[src/rtl/decode_stage_if.sv]
// Bundle between the IF/ID register, register file and the ID/EX consumers.
interface decode_stage_if;
  localparam int unsigned XLEN = 32;
  localparam int unsigned RW   = 5;

  logic            if_valid;
  logic [XLEN-1:0] if_pc;
  logic [XLEN-1:0] if_instr;
  logic            flush;
  logic            id_stall;
  logic [RW-1:0]   rs1_addr;
  logic [RW-1:0]   rs2_addr;
  logic [XLEN-1:0] rs1_data;
  logic [XLEN-1:0] rs2_data;
  logic            ex_valid;
  logic [XLEN-1:0] ex_pc;
  logic [XLEN-1:0] ex_rs1_data;
  logic [XLEN-1:0] ex_rs2_data;
  logic [XLEN-1:0] ex_imm;
  logic [RW-1:0]   ex_rs1_addr;
  logic [RW-1:0]   ex_rs2_addr;
  logic [RW-1:0]   ex_rd_addr;
  logic [2:0]      ex_funct3;
  logic [3:0]      ex_alu_op;
  logic [7:0]      ex_ctrl;

  // Decode stage side
  modport master (
    input  if_valid, if_pc, if_instr, flush, rs1_data, rs2_data,
    output id_stall, rs1_addr, rs2_addr,
           ex_valid, ex_pc, ex_rs1_data, ex_rs2_data, ex_imm,
           ex_rs1_addr, ex_rs2_addr, ex_rd_addr, ex_funct3, ex_alu_op, ex_ctrl
  );

  // Surrounding pipeline side
  modport slave (
    output if_valid, if_pc, if_instr, flush, rs1_data, rs2_data,
    input  id_stall, rs1_addr, rs2_addr,
           ex_valid, ex_pc, ex_rs1_data, ex_rs2_data, ex_imm,
           ex_rs1_addr, ex_rs2_addr, ex_rd_addr, ex_funct3, ex_alu_op, ex_ctrl
  );
endinterface

[src/rtl/decode_stage.sv]
// RV32I instruction decode stage: control/immediate decode, ID/EX register,
// load-use hazard stall and branch flush.
// Optional feature macro: LOAD_USE_STALL_EN (hardware load-use interlock).
module decode_stage #(
  parameter bit ZERO_BUBBLE = 1'b1
) (
  input logic            clk,
  input logic            rst,
  decode_stage_if.master bus
);
  localparam int unsigned XLEN = 32;
  localparam int unsigned RW   = 5;

  localparam logic [6:0] OPC_LUI    = 7'b0110111;
  localparam logic [6:0] OPC_AUIPC  = 7'b0010111;
  localparam logic [6:0] OPC_JAL    = 7'b1101111;
  localparam logic [6:0] OPC_JALR   = 7'b1100111;
  localparam logic [6:0] OPC_BRANCH = 7'b1100011;
  localparam logic [6:0] OPC_LOAD   = 7'b0000011;
  localparam logic [6:0] OPC_STORE  = 7'b0100011;
  localparam logic [6:0] OPC_OPIMM  = 7'b0010011;
  localparam logic [6:0] OPC_OP     = 7'b0110011;

  localparam logic [3:0] ALU_ADD    = 4'd0;
  localparam logic [3:0] ALU_SUB    = 4'd1;
  localparam logic [3:0] ALU_SLL    = 4'd2;
  localparam logic [3:0] ALU_SLT    = 4'd3;
  localparam logic [3:0] ALU_SLTU   = 4'd4;
  localparam logic [3:0] ALU_XOR    = 4'd5;
  localparam logic [3:0] ALU_SRL    = 4'd6;
  localparam logic [3:0] ALU_SRA    = 4'd7;
  localparam logic [3:0] ALU_OR     = 4'd8;
  localparam logic [3:0] ALU_AND    = 4'd9;
  localparam logic [3:0] ALU_PASS_B = 4'd10;

  localparam int unsigned C_ILLEGAL = 7;
  localparam int unsigned C_JUMP    = 6;
  localparam int unsigned C_BRANCH  = 5;
  localparam int unsigned C_REG_WR  = 4;
  localparam int unsigned C_MEM_WR  = 3;
  localparam int unsigned C_MEM_RD  = 2;
  localparam int unsigned C_SRC_PC  = 1;
  localparam int unsigned C_SRC_IMM = 0;

  logic [XLEN-1:0] instr;
  logic [6:0]      opcode;
  logic [2:0]      funct3;
  logic            f7b5;
  logic [XLEN-1:0] imm_i, imm_s, imm_b, imm_u, imm_j;

  logic [XLEN-1:0] dec_imm;
  logic [3:0]      dec_alu;
  logic [7:0]      dec_ctrl;
  logic [RW-1:0]   dec_rd;
  logic [3:0]      f3_alu;

  logic            hazard;
  logic            load_bubble;

  logic            ex_valid_q;
  logic [XLEN-1:0] ex_pc_q, ex_rs1_data_q, ex_rs2_data_q, ex_imm_q;
  logic [RW-1:0]   ex_rs1_addr_q, ex_rs2_addr_q, ex_rd_addr_q;
  logic [2:0]      ex_funct3_q;
  logic [3:0]      ex_alu_op_q;
  logic [7:0]      ex_ctrl_q;

  assign instr  = bus.if_instr;
  assign opcode = instr[6:0];
  assign funct3 = instr[14:12];
  assign f7b5   = instr[30];

  // Sign-extended immediates for every format
  assign imm_i = {{20{instr[31]}}, instr[31:20]};
  assign imm_s = {{20{instr[31]}}, instr[31:25], instr[11:7]};
  assign imm_b = {{19{instr[31]}}, instr[31], instr[7], instr[30:25], instr[11:8], 1'b0};
  assign imm_u = {instr[31:12], 12'h000};
  assign imm_j = {{11{instr[31]}}, instr[31], instr[19:12], instr[20], instr[30:21], 1'b0};

  assign bus.rs1_addr = instr[19:15];
  assign bus.rs2_addr = instr[24:20];

  // ALU operation selected by funct3 for OP / OP-IMM
  always_comb begin
    f3_alu = ALU_ADD;
    case (funct3)
      3'd0: f3_alu = (opcode == OPC_OP && f7b5) ? ALU_SUB : ALU_ADD;
      3'd1: f3_alu = ALU_SLL;
      3'd2: f3_alu = ALU_SLT;
      3'd3: f3_alu = ALU_SLTU;
      3'd4: f3_alu = ALU_XOR;
      3'd5: f3_alu = f7b5 ? ALU_SRA : ALU_SRL;
      3'd6: f3_alu = ALU_OR;
      default: f3_alu = ALU_AND;
    endcase
  end

  // Main control and immediate decode
  always_comb begin
    dec_imm  = '0;
    dec_alu  = ALU_ADD;
    dec_ctrl = '0;
    dec_rd   = instr[11:7];
    case (opcode)
      OPC_LUI: begin
        dec_imm  = imm_u;
        dec_alu  = ALU_PASS_B;
        dec_ctrl[C_REG_WR]  = 1'b1;
        dec_ctrl[C_SRC_IMM] = 1'b1;
      end
      OPC_AUIPC: begin
        dec_imm  = imm_u;
        dec_ctrl[C_REG_WR]  = 1'b1;
        dec_ctrl[C_SRC_PC]  = 1'b1;
        dec_ctrl[C_SRC_IMM] = 1'b1;
      end
      OPC_JAL: begin
        dec_imm  = imm_j;
        dec_ctrl[C_JUMP]   = 1'b1;
        dec_ctrl[C_REG_WR] = 1'b1;
      end
      OPC_JALR: begin
        dec_imm  = imm_i;
        dec_ctrl[C_JUMP]   = 1'b1;
        dec_ctrl[C_REG_WR] = 1'b1;
      end
      OPC_BRANCH: begin
        dec_imm  = imm_b;
        dec_alu  = ALU_SUB;
        dec_rd   = '0;
        dec_ctrl[C_BRANCH] = 1'b1;
      end
      OPC_LOAD: begin
        dec_imm  = imm_i;
        dec_ctrl[C_MEM_RD]  = 1'b1;
        dec_ctrl[C_REG_WR]  = 1'b1;
        dec_ctrl[C_SRC_IMM] = 1'b1;
      end
      OPC_STORE: begin
        dec_imm  = imm_s;
        dec_rd   = '0;
        dec_ctrl[C_MEM_WR]  = 1'b1;
        dec_ctrl[C_SRC_IMM] = 1'b1;
      end
      OPC_OPIMM: begin
        dec_imm  = imm_i;
        dec_alu  = f3_alu;
        dec_ctrl[C_REG_WR]  = 1'b1;
        dec_ctrl[C_SRC_IMM] = 1'b1;
      end
      OPC_OP: begin
        dec_alu  = f3_alu;
        dec_ctrl[C_REG_WR] = 1'b1;
      end
      default: begin
        dec_rd   = '0;
        dec_ctrl[C_ILLEGAL] = 1'b1;
      end
    endcase
    if (dec_rd == '0) dec_ctrl[C_REG_WR] = 1'b0;
  end

`ifdef LOAD_USE_STALL_EN
  logic use_rs1;
  logic use_rs2;

  // Which source registers the instruction in ID actually reads
  always_comb begin
    use_rs1 = opcode inside {OPC_JALR, OPC_BRANCH, OPC_LOAD, OPC_STORE, OPC_OPIMM, OPC_OP};
    use_rs2 = opcode inside {OPC_BRANCH, OPC_STORE, OPC_OP};
  end

  assign hazard = bus.if_valid && ex_valid_q && ex_ctrl_q[C_MEM_RD] && (ex_rd_addr_q != '0) &&
                  ((use_rs1 && (instr[19:15] == ex_rd_addr_q)) ||
                   (use_rs2 && (instr[24:20] == ex_rd_addr_q)));
`else
  assign hazard = 1'b0;
`endif

  // A flush kills the ID instruction outright, so IF must not hold it
  assign bus.id_stall = hazard && !bus.flush;
  assign load_bubble  = !bus.if_valid || bus.flush || hazard;

  // ID/EX pipeline register
  always_ff @(posedge clk or posedge rst) begin
    if (rst) begin
      ex_valid_q    <= 1'b0;
      ex_ctrl_q     <= '0;
      ex_pc_q       <= '0;
      ex_rs1_data_q <= '0;
      ex_rs2_data_q <= '0;
      ex_imm_q      <= '0;
      ex_rs1_addr_q <= '0;
      ex_rs2_addr_q <= '0;
      ex_rd_addr_q  <= '0;
      ex_funct3_q   <= '0;
      ex_alu_op_q   <= '0;
    end else if (load_bubble) begin
      ex_valid_q <= 1'b0;
      ex_ctrl_q  <= '0;
      if (ZERO_BUBBLE) begin
        ex_pc_q       <= '0;
        ex_rs1_data_q <= '0;
        ex_rs2_data_q <= '0;
        ex_imm_q      <= '0;
        ex_rs1_addr_q <= '0;
        ex_rs2_addr_q <= '0;
        ex_rd_addr_q  <= '0;
        ex_funct3_q   <= '0;
        ex_alu_op_q   <= '0;
      end
    end else begin
      ex_valid_q    <= 1'b1;
      ex_ctrl_q     <= dec_ctrl;
      ex_pc_q       <= bus.if_pc;
      ex_rs1_data_q <= bus.rs1_data;
      ex_rs2_data_q <= bus.rs2_data;
      ex_imm_q      <= dec_imm;
      ex_rs1_addr_q <= instr[19:15];
      ex_rs2_addr_q <= instr[24:20];
      ex_rd_addr_q  <= dec_rd;
      ex_funct3_q   <= funct3;
      ex_alu_op_q   <= dec_alu;
    end
  end

  assign bus.ex_valid    = ex_valid_q;
  assign bus.ex_ctrl     = ex_ctrl_q;
  assign bus.ex_pc       = ex_pc_q;
  assign bus.ex_rs1_data = ex_rs1_data_q;
  assign bus.ex_rs2_data = ex_rs2_data_q;
  assign bus.ex_imm      = ex_imm_q;
  assign bus.ex_rs1_addr = ex_rs1_addr_q;
  assign bus.ex_rs2_addr = ex_rs2_addr_q;
  assign bus.ex_rd_addr  = ex_rd_addr_q;
  assign bus.ex_funct3   = ex_funct3_q;
  assign bus.ex_alu_op   = ex_alu_op_q;
endmodule

[src/flat_wrapper.sv]
// flat-port wrapper written by rule: the top's interface ports become plain ports
module decode_stage_flat 
#(
  parameter bit ZERO_BUBBLE = 1'b1
)
  (clk, rst, bus_if_valid, bus_if_pc, bus_if_instr, bus_flush, bus_rs1_data, bus_rs2_data, bus_id_stall, bus_rs1_addr, bus_rs2_addr, bus_ex_valid, bus_ex_pc, bus_ex_rs1_data, bus_ex_rs2_data, bus_ex_imm, bus_ex_rs1_addr, bus_ex_rs2_addr, bus_ex_rd_addr, bus_ex_funct3, bus_ex_alu_op, bus_ex_ctrl);
  decode_stage_if bus_i ();
  input logic clk;
  input logic rst;
  input wire logic [$bits(bus_i.if_valid)-1:0] bus_if_valid;
  input wire logic [$bits(bus_i.if_pc)-1:0] bus_if_pc;
  input wire logic [$bits(bus_i.if_instr)-1:0] bus_if_instr;
  input wire logic [$bits(bus_i.flush)-1:0] bus_flush;
  input wire logic [$bits(bus_i.rs1_data)-1:0] bus_rs1_data;
  input wire logic [$bits(bus_i.rs2_data)-1:0] bus_rs2_data;
  output wire logic [$bits(bus_i.id_stall)-1:0] bus_id_stall;
  output wire logic [$bits(bus_i.rs1_addr)-1:0] bus_rs1_addr;
  output wire logic [$bits(bus_i.rs2_addr)-1:0] bus_rs2_addr;
  output wire logic [$bits(bus_i.ex_valid)-1:0] bus_ex_valid;
  output wire logic [$bits(bus_i.ex_pc)-1:0] bus_ex_pc;
  output wire logic [$bits(bus_i.ex_rs1_data)-1:0] bus_ex_rs1_data;
  output wire logic [$bits(bus_i.ex_rs2_data)-1:0] bus_ex_rs2_data;
  output wire logic [$bits(bus_i.ex_imm)-1:0] bus_ex_imm;
  output wire logic [$bits(bus_i.ex_rs1_addr)-1:0] bus_ex_rs1_addr;
  output wire logic [$bits(bus_i.ex_rs2_addr)-1:0] bus_ex_rs2_addr;
  output wire logic [$bits(bus_i.ex_rd_addr)-1:0] bus_ex_rd_addr;
  output wire logic [$bits(bus_i.ex_funct3)-1:0] bus_ex_funct3;
  output wire logic [$bits(bus_i.ex_alu_op)-1:0] bus_ex_alu_op;
  output wire logic [$bits(bus_i.ex_ctrl)-1:0] bus_ex_ctrl;
  assign bus_i.if_valid = bus_if_valid;
  assign bus_i.if_pc = bus_if_pc;
  assign bus_i.if_instr = bus_if_instr;
  assign bus_i.flush = bus_flush;
  assign bus_i.rs1_data = bus_rs1_data;
  assign bus_i.rs2_data = bus_rs2_data;
  assign bus_id_stall = bus_i.id_stall;
  assign bus_rs1_addr = bus_i.rs1_addr;
  assign bus_rs2_addr = bus_i.rs2_addr;
  assign bus_ex_valid = bus_i.ex_valid;
  assign bus_ex_pc = bus_i.ex_pc;
  assign bus_ex_rs1_data = bus_i.ex_rs1_data;
  assign bus_ex_rs2_data = bus_i.ex_rs2_data;
  assign bus_ex_imm = bus_i.ex_imm;
  assign bus_ex_rs1_addr = bus_i.ex_rs1_addr;
  assign bus_ex_rs2_addr = bus_i.ex_rs2_addr;
  assign bus_ex_rd_addr = bus_i.ex_rd_addr;
  assign bus_ex_funct3 = bus_i.ex_funct3;
  assign bus_ex_alu_op = bus_i.ex_alu_op;
  assign bus_ex_ctrl = bus_i.ex_ctrl;
  decode_stage #(.ZERO_BUBBLE(ZERO_BUBBLE)) u_core (.clk(clk), .rst(rst), .bus(bus_i));
endmodule
[config.mk]
export PLATFORM = sky130hd
export DESIGN_NAME = decode_stage_flat
export DESIGN_NICKNAME = d
export VERILOG_FILES = /design/src/rtl/decode_stage_if.sv /design/src/rtl/decode_stage.sv /design/src/flat_wrapper.sv
export SDC_FILE = /design/constraint.sdc
export NUM_CORES = 1
export LEC_CHECK = 0
export BUFFER_PORTS_ARGS = -buffer_cell sky130_fd_sc_hd__buf_2
export CAP_MARGIN = 20
export CORE_MARGIN = 10
export CORE_UTILIZATION = 40
export CTS_BUF_LIST = sky130_fd_sc_hd__clkbuf_8
export CTS_CLUSTER_SIZE = 24
export DETAILED_ROUTE_END_ITERATION = 8
export PLACE_DENSITY = 0.82
export SLEW_MARGIN = 0
export SYNTH_ARGS = -nofsm -noshare
export SYNTH_HDL_FRONTEND = slang
export SYNTH_SLANG_ARGS = --single-unit
export TNS_END_PERCENT = 50
[constraint.sdc]
create_clock -name clk -period 16.6 [get_ports clk]
set_input_delay 3.32 -clock clk [delete_from_list [all_inputs] [get_ports clk]]
set_output_delay 3.32 -clock clk [all_outputs]
set_load 0.02 [all_outputs]
==> results.md, run 1 <==
* Status: completed
* GR Overflow Total at 0
* Die width at 138.2 um
* CTS Buf Count at 17
* Critical Path RT at 13.28 ns
* CP max-delay cell: buf_2
* RSZ-0062 raised after global routing: no
* Crit path buf inv count at 2
* Avg Inst Size Synth at 12.98 sq um
* Total via count in the routed design at 4239
* Average routed wire per standard cell at 18.46 um
* Setup crit end kind: output port
* Final hold vios at 0
* Synth warnings at 0
* CP peak stage delay at around 0.18 ns
* # IOs at 302
* Number of synthesized flops with an enable pin at 0
* GPL Wtd Cong at 0.7927
* Setup TNS at 0 ns
* Ys async rst share at 100.0%
* Mapped Nets at 563
* Hold WS at 3.072 ns
* DRC Markers at 0
* Pwr Density at 105.1 nW/um^2
* Final ANT Viol Nets at 0
* Critical path, cell by cell: buf_2, buf_2
* Flip-flop and latch area at slightly below 4000 sq um
* Dpl cell area at 7161 sq um
* Number of fill cells at roughly 1200
* All-layer global routing usage at between 10% and 20%
* Fmax achieved at 143.6 MHz
* Critical Path Source Type: primary input
* Dpl ws at 9.626 ns
* Initial antenna violation count at 0
* Share of layout cells above drive strength 1 at 46.67%
* Slew HR at 40.50%
* Vias in the first global route at roughly 4600
* Setup Fix Bufs, Post-CTS at 0
* Critical Path AT at 3.65 ns
* PostCTS Resize Cnt at 0
* Initial Util at 40.61%
* Synth Register Bits at 159
* Number of clock sinks at between 150 and 200
* CTS tree: done
* Crit path max-delay family: buffers and inverters
* Hold-fix buffers, CTS at 0
* Nets at 854
* Static Leak at 4.342 nW
* Mapped cell area at 5593 sq um
* Buffers on Ports at 300
* Post-layout minimum cycle time at about 7.0 ns
* FP Rows at 43
* Core area at 13770 sq um
* Mapped Cells at 431
* Final instance area at 7645 sq um
* Die area at ~19000 sq um
* Worst Slack Setup Final at a little under 10 ns
* Clock Tree Buf Depth at 2
* Most common cell after layout, fill and taps aside: buf_2
* DPL Wire Length at 13110 um
* Pin count of the biggest net entering global routing at 104
* Count of cell types in the netlist at 42
* DRT iter0 DRCs at about 220
* Htree depth at 4
* Measured slew at the worst slew-check pin at around 0.89 ns
* Max Fanout on Critical Path at 5
* Final Max Tran Viols at 0
* Vias/cell at 4.633
* Final worst path period share at a little over two fifths
* HP Class: in2async
* Sequential share of the synthesized area at 71.14%
* Most frequent cells in the layout: buf_2 (300), dfrtp_1 (159), and2_1 (119)
* First-pass GRT wire length at 26250 um
* Most used cell, CP: buf_2
* Max-Cap Viols at 0
* Setup CP Type: in2out
* Final wirelength at 16890 um
* TritonRoute pass-1 iters at 4
* Clock slew at reported path FFs at 0.08 ns
* Maximum vdd drop at 68.59 uV
* Die Height at between 100 and 150 um
* Final setup viols at 0
* Ant diodes at 0
* Clk root buf: clkbuf_8
* P&R area growth vs syn at 36.69%
* Multi-input combinational cell area at approximately 1400 sq um
* Ys flop type: dfrtp_1
## Yosys cell counts (all sizes together), types with 2 or more instances
| master | count | area share (%) |
|---|---|---|
| and3 | 2 | 0.31 |
| a31oi | 3 | 0.45 |
| o21a | 2 | 0.27 |
| nand2 | 14 | 0.94 |
| nor2b | 2 | 0.22 |
| or2 | 3 | 0.34 |
| a21oi | 25 | 2.2 |
| inv | 5 | 0.34 |
| o21ai | 13 | 1.2 |
| nand4 | 2 | 0.22 |
| nand2b | 2 | 0.22 |
| and3b | 2 | 0.31 |
| nor3 | 8 | 0.72 |
| dfrtp | 159 | 71 |
| o31ai | 2 | 0.51 |
| clkbuf | 13 | 0.87 |
| nor2 | 13 | 0.87 |
| nand3 | 4 | 0.36 |
| a22oi | 4 | 0.54 |
| and2 | 119 | 13 |
| o22ai | 2 | 0.22 |
| buf | 19 | 2.5 |
## worst max path at each step
| stage | startpoint | endpoint | slack (ns) | depth (start not counted) |
|---|---|---|---|---|
| 3_5_place_dp | bus_if_instr[20] | bus_rs2_addr[0] | 9.63 | 2 |
| 2_1_floorplan | rst | u_core.bus.ex_alu_op[0] | 8.99 | 1 |
| 5_1_grt | bus_if_instr[20] | bus_rs2_addr[0] | 9.61 | 2 |
| 6_report | bus_if_instr[20] | bus_rs2_addr[0] | 9.63 | 2 |
| 3_3_place_gp | bus_if_instr[20] | bus_rs2_addr[0] | 9.63 | 2 |
| 4_1_cts | bus_if_instr[20] | bus_rs2_addr[0] | 9.62 | 2 |
## registers in the layout, summed over array words and instances (netlist names), 3 cells and up
register	count
u_core.bus.ex_imm	32
u_core.bus.ex_pc	32
u_core.bus.ex_rs1_data	32
u_core.bus.ex_rs2_data	32
u_core.bus.ex_ctrl	8
u_core.bus.ex_rd_addr	5
u_core.bus.ex_rs1_addr	5
u_core.bus.ex_rs2_addr	5
u_core.bus.ex_alu_op	4
u_core.bus.ex_funct3	3
## cells by family after synthesis
family | after synthesis | share of synthesized area (%)
other cells | 1 | 0.06705
compound gates | 56 | 6.107
simple gates | 177 | 18.84
flops | 159 | 71.14
mux | 1 | 0.1790
buf+inv | 37 | 3.669
## per-stage QoR
step / cells / total power, W / util [%]
6_report: 915 / 0.0008033 / 55.51
5_1_grt: 915 / 0.0008370 / 55.51
3_5_place_dp: 882 / 0.0004820 / 51.99
4_1_cts: 914 / 0.0008131 / 55.42
2_1_floorplan: 431 / 0.0004475 / -
3_3_place_gp: 882 / 0.0004797 / 51.99
## power breakdown
part	switching, W	leakage, nW	internal, W	total, W
clock network	0.000142	0.241	0.000188	0.000331
registers	0.00000259	2.16	0.000397	0.000400
logic	0.0000460	1.94	0.0000269	0.0000728
## layout make-up
type | instances | share of cell area [%]
clock buffers | 19 | 3.421
clock inverters | 13 | 2.766
inverters | 5 | 0.3110
multi-input cells | 235 | 18.43
flip-flops and latches | 159 | 52.05
well taps | 180 | 2.946
repair buffers | 304 | 20.08
## layer usage
layer | vias to the layer above | part of all wire (%) | wire length, um | track usage, %
met5 | - | 0 | 0 | 0
met4 | 0 | 1.5 | 249 | 5.216
met3 | 18 | 9.1 | 1534 | 7.705
met2 | 202 | 50 | 8458 | 29.09
met1 | 2059 | 39 | 6650 | 19.53
li1 | 1960 | - | - | -
No activity file was read; power rests on OpenSTA's default activity.
==> inputs of run 2 (changes only) <==
clock period = 6.7 ns   (was 16.6 ns; I/O delays follow)
==> results.md, run 2 (synthesized netlist as in run 1, its figures left out) <==
* Critical Path Source Type: primary input
* Setup crit end kind: output port
* Number of clock sinks at 159 (unchanged)
* P&R area growth vs syn at 35.26%
* NetSw at 0.0004860 W (+150%)
* Inst Count DP at 882 (unchanged)
* DPL Wire Length at 13110 um (about the same)
* CTS Buf Count at 17 (unchanged)
* Most common cell after layout, fill and taps aside: buf_2
* Ant diodes at 0 (unchanged)
* DRC Markers at 0 (unchanged)
* Initial Util at 40.61% (unchanged)
* Htree depth at 4 (unchanged)
* Crit path buf inv count at 2 (unchanged)
* Vias in the first global route at 4564 (-0.15%)
* Internal at 0.001398 W (+130%)
* HP Class: in2async
* Most used cell, CP: buf_2
* Static Leak at 4.293 nW (-1.1%)
* Flip-flop and latch area at 3979 sq um (unchanged)
* Final hold vios at 0 (unchanged)
* Core area at 13770 sq um (unchanged)
* Vias/cell at 4.536 (-2.1%)
* Buffers on Ports at 300 (unchanged)
* PostCTS Resize Cnt at 0 (unchanged)
* Post-layout minimum cycle time at 3.023 ns
* CTS tree: done
* Pwr Density at 249.0 nW/um^2 (+140%)
* Most frequent cells in the layout: buf_2 (300), dfrtp_1 (159), and2_1 (119)
* Max-Cap Viols at 0 (unchanged)
* DRT iter0 DRCs at 169 (-25%)
* Setup Fix Bufs, Post-CTS at 0 (unchanged)
* Status: completed
* CP max-delay cell: buf_2
* Fmax achieved at 330.8 MHz
* All-layer global routing usage at 17.49% (+0.13 points)
* Critical path, cell by cell: buf_2, buf_2
* Maximum vdd drop at 103.1 uV (+50%)
* Initial antenna violation count at 0 (unchanged)
* Pin count of the biggest net entering global routing at 97 (-6.7%)
* Measured slew at the worst slew-check pin at 0.9987 ns (+0.1062 ns)
* Setup TNS at 0 ns (unchanged)
* Die Height at 138.2 um (unchanged)
* Final worst path period share at 45.12%
* Final ANT Viol Nets at 0 (unchanged)
* Final wirelength at 16820 um (-0.41%)
* Number of fill cells at 1228 (+0.90%)
* GR Overflow Total at 0 (unchanged)
* Critical Path RT at 5.36 ns (-7.92 ns)
* Setup CP Type: in2out
* Clk pwr share at 37.8% (-3.3 points)
* Clock slew at reported path FFs at 0.08 ns (about the same)
* Critical Path AT at 1.68 ns (-1.97 ns)
* Die area at 19110 sq um (unchanged)
* Slew HR at 33.42% (-7.1 points)
* FP Rows at 43 (unchanged)
* Crit path max-delay family: buffers and inverters
* Hold-fix buffers, CTS at 0 (unchanged)
* Average routed wire per standard cell at 18.41 um (-0.30%)
* Clock Tree Buf Depth at 2 (unchanged)
* RSZ-0062 raised after global routing: no
* Multi-input combinational cell area at 1409 sq um (unchanged)
* Sw frac at 25.80% (+2.1 points)
* GPL Wtd Cong at 0.8157 (+2.9%)
* Share of layout cells above drive strength 1 at 46.87% (+0.20 points)
* Die width at 138.2 um (unchanged)
* Clk root buf: clkbuf_8
* Fin cells at 914 (-0.11%)
* Register share of total power at 52.6% (+2.8 points)
* Max Fanout on Critical Path at 5 (unchanged)
* Final Max Tran Viols at 0 (unchanged)
* # IOs at 302 (unchanged)
* CP peak stage delay at 0.19 ns (about the same)
* TritonRoute pass-1 iters at 4 (unchanged)
* Nets at 853 (-0.12%)
* First-pass GRT wire length at 26080 um (-0.68%)
* Total via count in the routed design at 4146 (-2.2%)
* Combinational power share at 9.6% (+0.5 points)
* Final setup viols at 0 (unchanged)
run 2: power groups by stage:
stage	logic (W)	registers (W)	clock network (W)
6_report	0.000181	0.000991	0.000712
5_1_grt	0.000199	0.000994	0.000773
4_1_cts	0.000185	0.000991	0.000736
3_5_place_dp	0.000184	0.00101	0
3_3_place_gp	0.000181	0.00101	0
2_1_floorplan	0.0000622	0.00105	0
run 2: per-layer routing:
layer / track usage [%] / vias up / wire length, um
li1: - / 1958 / -
met3: 8.596 / 12 / 1700
met4: 4.994 / 0 / 141
met2: 29.39 / 203 / 8437
met5: 0 / - / 0
met1: 19.17 / 1973 / 6544
run 2: layout make-up:
cell class | count | share of cell area (%)
multi-input cells | 235 | 18.62
flip-flops and latches | 159 | 52.60
clock inverters | 14 | 2.067
clock buffers | 18 | 3.275
repair buffers | 303 | 20.15
inverters | 5 | 0.3143
well taps | 180 | 2.977
run 2: final timing paths:
path | from | endpoint | slack, ns | cells after the start
setup / recovery | bus_if_instr[20] | bus_rs2_addr[0] | 3.68 | 2
hold / removal | rst | u_core.bus.ex_rs1_data[26] | 1.03 | 2
min in group clk | bus_rs2_data[29] | u_core.bus.ex_rs2_data[29] | 1.09 | 2
max in group asynchronous | rst | u_core.bus.ex_rs1_addr[2] | 4.29 | 3
run 2: through the flow:
stage | instance area [sq um] | hold slack (ns) | setup slack [ns] | total power, W | util [%]
2_1_floorplan | 5593 | 1.413 | 1.068 | 0.001109 | -
4_1_cts | 7565 | 1.036 | 3.676 | 0.001912 | 54.92
3_3_place_gp | 7161 | 1.545 | 3.623 | 0.001190 | 51.99
5_1_grt | 7565 | 1.045 | 3.658 | 0.001965 | 54.92
6_report | 7565 | 1.031 | 3.677 | 0.001884 | 54.92
3_5_place_dp | 7161 | 1.548 | 3.587 | 0.001194 | 51.99
==> inputs of run 3 (changes only) <==
clock period = 2.99 ns   (was 6.7 ns; I/O delays follow)
==> results.md, run 3 (synthesized netlist as in run 1, its figures left out) <==
* Status: completed
* # IOs at 302 (unchanged)
* CTS Buf Count at 17 (unchanged)
* Setup CP Type: in2reg
* Total via count in the routed design at 4181 (+0.84%)
* All-layer global routing usage at 17.53% (+0.042 points)
* PostCTS Resize Cnt at 0 (unchanged)
* Final ANT Viol Nets at 0 (unchanged)
* Die width at 138.2 um (unchanged)
* TritonRoute pass-1 iters at 4 (unchanged)
* DRC Markers at 0 (unchanged)
* Sw frac at 27.43% (+1.6 points)
* Max-Cap Viols at 0 (unchanged)
* Slew HR at 59.05% (+26 points)
* Die Height at 138.2 um (unchanged)
* Setup TNS at 0 ns (unchanged)
* Register share of total power at 52.6% (about the same)
* FP Rows at 43 (unchanged)
* Buffers on Ports at 300 (unchanged)
* Nets at 855 (+0.23%)
* Vias in the first global route at 4514 (-1.1%)
* Most frequent cells in the layout: buf_2 (300), dfrtp_1 (159), and2_1 (119)
* RSZ-0062 raised after global routing: no
* Most common cell after layout, fill and taps aside: buf_2
* CP peak stage delay at 0.53 ns (+0.34 ns)
* Critical path, cell by cell: buf_2, nand2b_1, inv_2, o31ai_4, buf_4, a21oi_1
* Maximum vdd drop at 280.5 uV (+170%)
* Clk pwr share at 37.7% (about the same)
* Measured slew at the worst slew-check pin at 0.6102 ns (-0.3885 ns)
* DPL Wire Length at 13440 um (+2.5%)
* Number of clock sinks at 159 (unchanged)
* Max Fanout on Critical Path at 40 (+35)
* Setup Fix Bufs, Post-CTS at 0 (unchanged)
* HP Class: in2async
* NetSw at 0.001158 W (+140%)
* DRT iter0 DRCs at 224 (+33%)
* Pin count of the biggest net entering global routing at 85 (-12%)
* Final Max Tran Viols at 0 (unchanged)
* Critical Path Source Type: primary input
* Final setup viols at 0 (unchanged)
* Final wirelength at 17140 um (+1.9%)
* Fmax achieved at 559.5 MHz
* Share of layout cells above drive strength 1 at 47.01% (+0.14 points)
* CTS tree: done
* Post-layout minimum cycle time at 1.787 ns
* Ant diodes at 0 (unchanged)
* GPL Wtd Cong at 0.8503 (+4.2%)
* Combinational power share at 9.7% (about the same)
* Hold-fix buffers, CTS at 0 (unchanged)
* P&R area growth vs syn at 36.13%
* Core area at 13770 sq um (unchanged)
* Clk root buf: clkbuf_8
* Clock Tree Buf Depth at 2 (unchanged)
* Critical Path AT at 2.16 ns (+0.48 ns)
* CP max-delay cell: inv_2
* Crit path max-delay family: buffers and inverters
* Die area at 19110 sq um (unchanged)
* Critical Path RT at 3.37 ns (-1.99 ns)
* Final hold vios at 0 (unchanged)
* Pwr Density at 554.7 nW/um^2 (+120%)
* Dpl cell area at 7212 sq um (+0.72%)
* First-pass GRT wire length at 26190 um (+0.42%)
* GR Overflow Total at 0 (unchanged)
* Average routed wire per standard cell at 18.72 um (+1.7%)
* Final worst path period share at 59.77%
* Clock slew at reported path FFs at 0.09 ns (about the same)
* Vias/cell at 4.564 (+0.62%)
* Crit path buf inv count at 3 (+1)
* Initial antenna violation count at 0 (unchanged)
* Static Leak at 4.312 nW (+0.43%)
* Setup crit end kind: flop
* Initial Util at 40.61% (unchanged)
* Internal at 0.003065 W (+120%)
* Final instance area at 7614 sq um (+0.64%)
* Htree depth at 4 (unchanged)
-- run 3: final cells by class --
class	count	area, sq um
fillers	1173	6160
flip-flops and latches	159	3979
repair buffers	305	1577
multi-input cells	235	1409
clock buffers	17	234.0
well taps	180	225.2
clock inverters	15	167.7
inverters	5	22.52
-- run 3: how the worst max path moves through the flow --
| stage | end | from | cells past startpoint |
|---|---|---|---|
| 2_1_floorplan | u_core.bus.ex_alu_op[0] | rst | 1 |
| 3_3_place_gp | u_core.bus.ex_imm[28] | bus_flush | 6 |
| 3_5_place_dp | u_core.bus.ex_imm[25] | bus_flush | 6 |
| 4_1_cts | u_core.bus.ex_imm[25] | bus_flush | 6 |
| 5_1_grt | u_core.bus.ex_imm[30] | bus_flush | 6 |
| 6_report | u_core.bus.ex_imm[25] | bus_flush | 6 |
-- run 3: per-stage QoR --
step	hold slack (ns)	util, %	std cells	total power, W	setup slack [ns]
final	0.2618	55.28	916	0.004223	1.203
after detailed placement	0.7712	52.36	884	0.002685	0.6789
after global placement	0.7593	52.36	884	0.002676	0.7477
after CTS	0.2466	55.28	916	0.004290	1.204
after global routing	0.2594	55.28	916	0.004408	1.071
after floorplan	0.6713	-	431	0.002485	0.3771
-- run 3: routing by layer --
metal	share of wire [%]	track usage (%)
met4	1.0	5.050
met5	0	0
met1	39	19.25
met3	10	8.938
met2	50	29.17
-- run 3: worst min-delay path: stages --
cell and delay, ns:
buf_2 0.11, clkinvlp_4 0.10, buf_12 0.32
-- run 3: power groups by stage --
stage	registers (W)	logic [W]	clock network [W]
5_1_grt	0.00223	0.000451	0.00173
3_3_place_gp	0.00226	0.000414	0
4_1_cts	0.00222	0.000421	0.00165
6_report	0.00222	0.000411	0.00159
3_5_place_dp	0.00227	0.000420	0
2_1_floorplan	0.00235	0.000140	0
